$ cat src/rtl/display_pkg.sv
// Shared constants, FSM state type and elaboration helper for the BCD scan display path.
package display_pkg;

  localparam int unsigned BCD_W       = 4;
  localparam logic [3:0]  BCD_BLANK   = 4'hF;
  localparam logic [3:0]  ADD3_THRESH = 4'd5;

  typedef enum logic [1:0] {
    IDLE,
    CONV,
    DONE
  } conv_state_t;

  // True when DIGITS decimal digits can hold every DATA_W-bit value (10**digits > 2**data_w).
  function automatic bit digits_fit(input int digits, input int data_w);
    longint unsigned p;
    p = 64'd1;
    if (digits >= 20) return 1'b1;
    for (int i = 0; i < digits; i++) p = p * 64'd10;
    return p > (64'd1 << data_w);
  endfunction

endpackage

$ cat src/rtl/bin2bcd_serial.sv
// Serial binary-to-BCD converter (shift-and-add-3, one input bit per clock).
// load is a strobe: it starts a conversion only in IDLE; while state != IDLE it is ignored, never queued.
module bin2bcd_serial
  import display_pkg::*;
#(
  parameter int DATA_W = 8,
  parameter int DIGITS = 3
) (
  input  logic                    clk,
  input  logic                    rst,
  input  logic [DATA_W-1:0]       value_in,
  input  logic                    load,
  output conv_state_t             state,
  output logic                    done,
  output logic [BCD_W*DIGITS-1:0] bcd
);

  localparam int ACC_W = BCD_W * DIGITS;
  localparam int CNT_W = $clog2(DATA_W + 1);

  conv_state_t       state_next;
  logic [DATA_W-1:0] shift;
  logic [ACC_W-1:0]  acc;
  logic [ACC_W-1:0]  adj;
  logic [CNT_W-1:0]  cnt;

  always_ff @(posedge clk or posedge rst) begin
    if (rst) state <= IDLE;
    else     state <= state_next;
  end

  always_comb begin
    state_next = state;
    case (state)
      IDLE:    if (load) state_next = CONV;
      CONV:    if (cnt == CNT_W'(1)) state_next = DONE;
      DONE:    state_next = IDLE;
      default: state_next = IDLE;
    endcase
  end

  // Each nibble is adjusted on its own 4 bits; a nibble never carries into its neighbour.
  always_comb begin
    adj = acc;
    for (int i = 0; i < DIGITS; i++) begin
      if (acc[i*BCD_W +: BCD_W] >= ADD3_THRESH)
        adj[i*BCD_W +: BCD_W] = acc[i*BCD_W +: BCD_W] + 4'd3;
    end
  end

  always_ff @(posedge clk or posedge rst) begin
    if (rst) begin
      shift <= '0;
      acc   <= '0;
      cnt   <= '0;
    end else if (state == IDLE && load) begin
      shift <= value_in;
      acc   <= '0;
      cnt   <= CNT_W'(DATA_W);
    end else if (state == CONV) begin
      {acc, shift} <= {adj, shift} << 1;
      cnt          <= cnt - CNT_W'(1);
    end
  end

  assign done = (state == DONE);
  assign bcd  = acc;

endmodule

$ cat src/rtl/bcd_scan_driver.sv
// Binary value -> BCD -> time-multiplexed digit scan for a 7-segment decoder.
// Optional LEADING_ZERO_BLANK_EN: blank leading zero digits (digit 0 always shown).
module bcd_scan_driver
  import display_pkg::*;
#(
  parameter int DATA_W   = 8,
  parameter int DIGITS   = 3,
  parameter int SCAN_DIV = 50000
) (
  input  logic              clk,
  input  logic              rst,
  input  logic [DATA_W-1:0] value_in,
  input  logic              load,
  output logic              busy,
  output logic [3:0]        digit_bcd,
  output logic [DIGITS-1:0] digit_en
);

  localparam int ACC_W = BCD_W * DIGITS;
  localparam int PRE_W = $clog2(SCAN_DIV);
  localparam int IDX_W = (DIGITS > 1) ? $clog2(DIGITS) : 1;

  if (DATA_W < 1 || DATA_W > 16) begin : g_bad_data_w
    $error("bcd_scan_driver: DATA_W must be 1..16");
  end
  if (!digits_fit(DIGITS, DATA_W)) begin : g_bad_digits
    $error("bcd_scan_driver: DIGITS too small for DATA_W");
  end
  if (SCAN_DIV < 2) begin : g_bad_scan_div
    $error("bcd_scan_driver: SCAN_DIV must be >= 2");
  end

  conv_state_t      conv_state;
  logic             conv_done;
  logic [ACC_W-1:0] conv_bcd;
  logic [ACC_W-1:0] shown;
  logic [PRE_W-1:0] prescaler;
  logic [IDX_W-1:0] index;
  logic             slot_wrap;
  logic [3:0]       slot_bcd;

  bin2bcd_serial #(
    .DATA_W(DATA_W),
    .DIGITS(DIGITS)
  ) u_conv (
    .clk     (clk),
    .rst     (rst),
    .value_in(value_in),
    .load    (load),
    .state   (conv_state),
    .done    (conv_done),
    .bcd     (conv_bcd)
  );

  assign busy = (conv_state != IDLE);

  // Whole-word copy on done keeps the scan from ever showing a half-converted value.
  always_ff @(posedge clk or posedge rst) begin
    if (rst)            shown <= '0;
    else if (conv_done) shown <= conv_bcd;
  end

  assign slot_wrap = (prescaler == PRE_W'(SCAN_DIV - 1));

`ifdef LEADING_ZERO_BLANK_EN
  logic [DIGITS-1:0] blank;
  logic              upper_zero;

  always_comb begin
    blank      = '0;
    upper_zero = 1'b1;
    for (int i = DIGITS - 1; i > 0; i--) begin
      upper_zero = upper_zero & (shown[i*BCD_W +: BCD_W] == 4'd0);
      blank[i]   = upper_zero;
    end
    slot_bcd = blank[index] ? BCD_BLANK : shown[index*BCD_W +: BCD_W];
  end
`else
  always_comb begin
    slot_bcd = shown[index*BCD_W +: BCD_W];
  end
`endif

  // Outputs load on the slot wrap, so the first enable appears SCAN_DIV clocks after reset.
  always_ff @(posedge clk or posedge rst) begin
    if (rst) begin
      prescaler <= '0;
      index     <= '0;
      digit_bcd <= BCD_BLANK;
      digit_en  <= '1;
    end else if (slot_wrap) begin
      prescaler <= '0;
      index     <= (index == IDX_W'(DIGITS - 1)) ? '0 : index + IDX_W'(1);
      digit_bcd <= slot_bcd;
      digit_en  <= ~(DIGITS'(1) << index);
    end else begin
      prescaler <= prescaler + PRE_W'(1);
    end
  end

endmodule

$ cat config.mk
export PLATFORM = sky130hd
export DESIGN_NAME = bcd_scan_driver
export DESIGN_NICKNAME = d
export VERILOG_FILES = /design/src/rtl/display_pkg.sv /design/src/rtl/bin2bcd_serial.sv /design/src/rtl/bcd_scan_driver.sv
export SDC_FILE = /design/constraint.sdc
export NUM_CORES = 1
export LEC_CHECK = 0
export CORE_ASPECT_RATIO = 1.25
export CORE_MARGIN = 1
export CORE_UTILIZATION = 25
export CTS_CLUSTER_DIAMETER = 200
export DETAILED_ROUTE_END_ITERATION = 8
export GPL_ROUTABILITY_DRIVEN = 0
export SLEW_MARGIN = 20
export SYNTH_ARGS = -nofsm -noshare
export SYNTH_HDL_FRONTEND = slang
export SYNTH_SLANG_ARGS = --single-unit
$ cat constraint.sdc
create_clock -name clk -period 2.6 [get_ports clk]
set_input_delay 0.52 -clock clk [delete_from_list [all_inputs] [get_ports clk]]
set_output_delay 0.52 -clock clk [all_outputs]
set_load 0.01 [all_outputs]
Word-level counts from Yosys, hierarchy flattened
Cells that the tools add are included.
{ "totals": {"regBits": 63, "input_bits": 11, "out_inout_bits": 8, "elab_cells": 47} }
{ "classes": {"addsub": 6, "n_lt_le_gt_ge": 3, "n_eq_ne": 7, "shifts": 2, "muxes": 14, "n_bitwise": 1, "reduce_logical": 5} }
{ "ops": {"columns": ["op", "count"], "rows": [
  ["2-to-1 mux 12 bit", 2],
  ["adder 16 x 1 -> 16 bit, second input constant", 1],
  ["== test 16 bit, second input constant", 1],
  ["2-to-1 mux 16 bit", 1],
  ["2-to-1 mux 4 bit", 4],
  ["2-to-1 mux 8 bit", 2],
  [">= comparator 4 x 3 -> 1 bit, second input constant", 3],
  ["variable part select 12 x 5 -> 4 bit", 1],
  ["adder 4 x 2 -> 4 bit, second input constant", 2],
  ["2-to-1 mux 2 bit", 3],
  ["== test 2 bit, second input constant", 2],
  ["== test 4 x 1 -> 1 bit, second input constant", 1],
  ["case mux 2 bit (2 select lines)", 1],
  ["nonzero test 2 bit", 2],
  ["subtractor 4 x 1 -> 4 bit, second input constant", 1],
  ["adder 3 x 2 -> 3 bit, second input constant", 1],
  ["2-to-1 mux 3 bit", 1],
  ["NOT 3 bit", 1],
  ["left shift 1 x 2 -> 3 bit, first input constant", 1],
  ["adder 2 x 1 -> 2 bit, second input constant", 1],
  ["== test 2 x 1 -> 1 bit, second input constant", 1],
  ["logical NOT 2 bit", 1],
  ["inequality test 2 x 1 -> 1 bit, second input constant", 1],
  ["inequality test 2 bit, second input constant", 1],
  ["other kinds (2)", 2]
]} }

Logic depth before layout (Yosys ltp)
{ "logic_depth": {"ltp_word": 4, "mapped_depth": 6, "depth_no_buf": 6} }

Hierarchy
A second synthesis with hierarchy kept.
{ "hier_totals": {"hier_cells": 292, "hier_area_um2": 3144.3} }
{ "modules_own_cells": {"columns": ["module", "n_inst", "cells_per_inst", "area_each_um2", "seq_area_each_um2"], "rows": [
  ["bcd_scan_driver", 1, 140, 1679.1, 934.6],
  ["bin2bcd_serial", 1, 152, 1465.2, 650.6]
]} }

Worst setup path before layout
Ideal clock, no wire load.
{ "synth_timing": {"kind": "register to register", "from": "register u_conv.acc[4], in the netlist u_conv.bcd[4]", "to": "register u_conv.acc[6], in the netlist u_conv.bcd[6]", "setup_ns": 0.083, "arrival_time_ns": 1.430, "t_required_ns": 2.517, "setup_slack_ns": 1.087, "stages_incl_launch_ff": 7, "n_path_buf": 0, "synth_period_minus_slack_ns": 1.513, "cell_sequence": "dfrtp_1 -> inv_1 -> ha_1 -> nand2b_1 -> a21oi_1 -> mux2_2 -> o21ai_0"} }
{ "synth_between": {"elab_chain_len": 4, "elab_cells_between_ends": 5, "cone_classes": "add/sub: 1; order compare: 1; mux: 3"} }
{ "synth_rtl": {"columns": ["item", "line", "rtl"], "rows": [
  ["start, declared", "bin2bcd_serial.sv:23", "logic [ACC_W-1:0] acc;"],
  ["start signal, assigned", "bin2bcd_serial.sv:61", "{acc, shift} <= {adj, shift} << 1;"],
  ["adder 4 x 2 -> 4 bit / >= comparator 4 x 3 -> 1 bit (equally long branches)", "bin2bcd_serial.sv:47, bin2bcd_serial.sv:46", null],
  ["2-to-1 mux 4 bit (*)", "bin2bcd_serial.sv:46", "if (acc[i*BCD_W +: BCD_W] >= ADD3_THRESH)"],
  ["2-to-1 mux 12 bit (*)", "bin2bcd_serial.sv:60", "end else if (state == CONV) begin"],
  ["2-to-1 mux 12 bit (*)", "bin2bcd_serial.sv:56", "end else if (state == IDLE && load) begin"]
]} }
Mark *: on every way between the ends. The rest lies on a longest branch, timed or not. The select of a mux whose other input is x is not followed.
A chain may end at the register's enable or synchronous reset.

Worst setup path after layout
{ "layout_timing": {"from": "register u_conv.state[0]", "to": "output busy"} }
{ "layout_between": {"elab_chain_len": 1} }
{ "layout_rtl": {"columns": ["item", "line", "rtl"], "rows": [
  ["start, declared", "bin2bcd_serial.sv:13", "output conv_state_t state,"],
  ["start signal, assigned", "bin2bcd_serial.sv:29", "else state <= state_next;"],
  ["nonzero test 2 bit", "bcd_scan_driver.sv:55", "assign busy = (conv_state != IDLE);"],
  ["end, declared", "bcd_scan_driver.sv:14", "output logic busy,"]
]} }
Every way passes these cells.

==> results.toml <==
[outcome]
status = "complete, no violations"

[yosys]
synthesis.area_um2 = 2990
yosys.area.top_type = "dfrtp_1"
syn_avg_cell_area_um2 = 10.6
yosysTopAreaCellShare_pct = 46.9
synth_flop_cell = "dfrtp_1"
ys_async_sr_fraction_pct = 100
synth_nets = 303
yosys_warnings = 0
ys_seq_area_share_pct = 53.0
syn_inst = 283
synth_edf_count = 0
synth_cell_types = 42
ys_ff_latch = 63
synth_area_leaders = "dfrtp_1, dfstp_2, nand2_1, ha_1, xnor2_1"

[floorplan]
dieArea_um2 = 12400
die_h_um = 124
start_util_pct = 25.7
num_rows = 44
ios = 19
core-area_um2 = 11600
die_x_um = 99.8

[timing]
rsz0062_at_grt = "no"
setup_viol = 0
finClkSkew_ns = 0.00597
fmax_mhz = 511
hold_viol_final = 0
fin_crit_ns = 1.96
hold_slack_ns = 0.406
period_share_pct = 75.3
slew_viol_final = 0
fin_tns_setup_ns = 0
slew_headroom_pct = 54.7
tightest_slew_ns = 0.679

[placement]
placedCellCount = 456
io_buffers = 18
place_hpwl_um = 4040

[global_route]
grt_overflow = 0
grt_pass1_wl_um = 10100
grt_max_degree = 34
gr-usage-all-layers_pct = 10.4
antenna_found_initial = 0
grt_pass1_vias = 2146

[detailed_routing]
drt_first_pass_iters = 4
routedWlPerCell_um = 12.1
totalWireLength_um = 5710
vias_per_cell = 4.44
dr_total_vias = 2098
ant_nets = 0
drc = 0
drt-initial-drc-count = 97

[hold_path]
hold_path.class = "input port to asynchronous set/reset pin"

[clock_network]
clkSinkCount = 63
insertion_delay_ns = 0.33
cts_buffers = 9
ctsHoldBuffers = 0
cts_tree = "done"
clockRootBuffer = "clkbuf_16"
htree_num_levels = 3
cts_setup_buffers = 0
clock_path_buffers = 2
path_clk_slew_ns = 0.06
ctsResizeCount = 0

[layout]
syn_to_final_growth_pct = 24.9
drive_above_1_share_pct = 16.7
multiInputGateArea_um2 = 1290
fill_cells = 1195
layout.cells.non_filler = 472
seqCellArea_um2 = 1590
nets = 326
utilization_pct = 32.2
antenna_cells = 0

[power]
p_per_area_nw_per_um2 = 1040
power_leakage_nw = 1.59
power_mw = 3.89
peakVddDrop_uv = 514

[worst_setup_path]
worstPathArrival_ns = 1.44
crit_required_ns = 2.08
crit_type = "flip-flop to output pin"
crit_fanout = 5
end_kind = "output pin"
critPathLaunchType = "flip-flop"

[run]
cap_violations = 0
-- cell usage in the layout, fill, tap and decap left out, types with 2 or more instances in the layout --
master	netlist	layout
nor3b_1	2	2
dfstp_2	7	7
nor4_1	2	2
o21ai_0	19	19
xor2_1	8	8
a21o_1	2	2
nand2b_1	5	5
inv_1	14	13
bufinv_16	0	4
o21ai_1	3	3
nor2_1	19	19
ha_1	9	9
clkdlybuf4s50_1	0	18
and2_1	2	2
nor3_1	8	8
dfrtp_1	56	56
o21a_1	4	4
o221ai_2	4	4
and4bb_2	2	2
nor4_2	2	2
buf_4	1	6
nand4_1	3	3
mux2i_1	4	4
xnor2_1	12	12
nand3_1	17	17
nand2_1	35	35
a22oi_1	7	7
clkbuf_16	0	9
mux2_2	9	9
clkbuf_8	0	2
a21oi_1	5	5
-- routing by layer --
| metal | wire [um] | global-route usage [%] |
|---|---|---|
| met5 | 0 | 0 |
| met3 | 222 | 3.14 |
| met4 | 94 | 4.58 |
| met1 | 2490 | 11.7 |
| met2 | 2900 | 17.8 |
-- critical path, cell delays in order, from the launching register on --
cell	delay, ns
dfrtp_1	0.41
nor2_1	0.15
inv_1	0.05
clkdlybuf4s50_1	0.49
-- cells by family after synthesis --
family	count (synthesis)	synth area share [%]
AO/OA/AOI/OAI	47	10.5
XOR/XNOR	20	5.86
multiplexers	13	4.73
flip-flops	63	53.0
AND/OR/NAND/NOR	105	18.2
adder cells (fa/ha/maj)	9	3.77
buffers and inverters	26	3.85
-- area by class of cell --
| cell class | count | share of cell area (%) |
|---|---|---|
| Inverter | 14 | 1.41 |
| Clock inverter | 5 | 3.42 |
| Multi-Input combinational cell | 194 | 34.5 |
| Sequential cell | 63 | 42.4 |
| Timing Repair Buffer | 24 | 6.03 |
| Tap cell | 161 | 5.39 |
| Clock buffer | 11 | 6.77 |
-- synthesized netlist by cell type (3+ instances only) --
library cell,count
ha_1,9
xor2_1,8
o221ai_2,4
nand4_1,3
nand2_1,35
clkbuf_1,4
xnor2_1,12
nand2b_1,5
a21oi_1,5
nor2_1,19
mux2_2,9
buf_2,5
o21a_1,4
inv_1,14
dfstp_2,7
nand3_1,17
nor3_1,8
o21ai_0,19
o21ai_1,3
mux2i_1,4
dfrtp_1,56
a22oi_1,7
-- power breakdown --
part / total [mW] / internal, mW / switching [mW]
logic: 0.961 / 0.419 / 0.542
registers: 1.42 / 1.23 / 0.188
clock network: 1.51 / 1.08 / 0.424
total: 3.89 / 2.73 / 1.15
-- stage by stage --
| stage | setup slack, ns | area, um2 |
|---|---|---|
| floorplan | 0.522 | 2990 |
| global placement | 0.761 | 3350 |
| detailed placement | 0.700 | 3350 |
| CTS | 0.611 | 3730 |
| global route | 0.489 | 3730 |
| finish | 0.642 | 3730 |
-- worst paths after layout --
path / start / end / slack, ns / cells after the start
worst max-delay path: u_conv.state[0] / busy / 0.64 / 3
worst min-delay path: rst / prescaler[7] / 0.41 / 2
worst max register to register: prescaler[0] / digit_bcd[1] / 0.69 / 5
worst min register to register: u_conv.shift[7] / u_conv.bcd[0] / 0.48 / 2
max in group asynchronous: rst / digit_bcd[1] / 1.52 / 3
min in group clk: u_conv.shift[7] / u_conv.bcd[0] / 0.48 / 2
-- sequential cells by signal, summed over array words and instances, names as in the netlist --
name / count
shown: 12
index: 2
u_conv.shift: 8
digit_bcd: 4
u_conv.bcd: 12
u_conv.state: 2
digit_en: 3
prescaler: 16
u_conv.cnt: 4
Note: power is estimated with default switching activity, not from simulation.
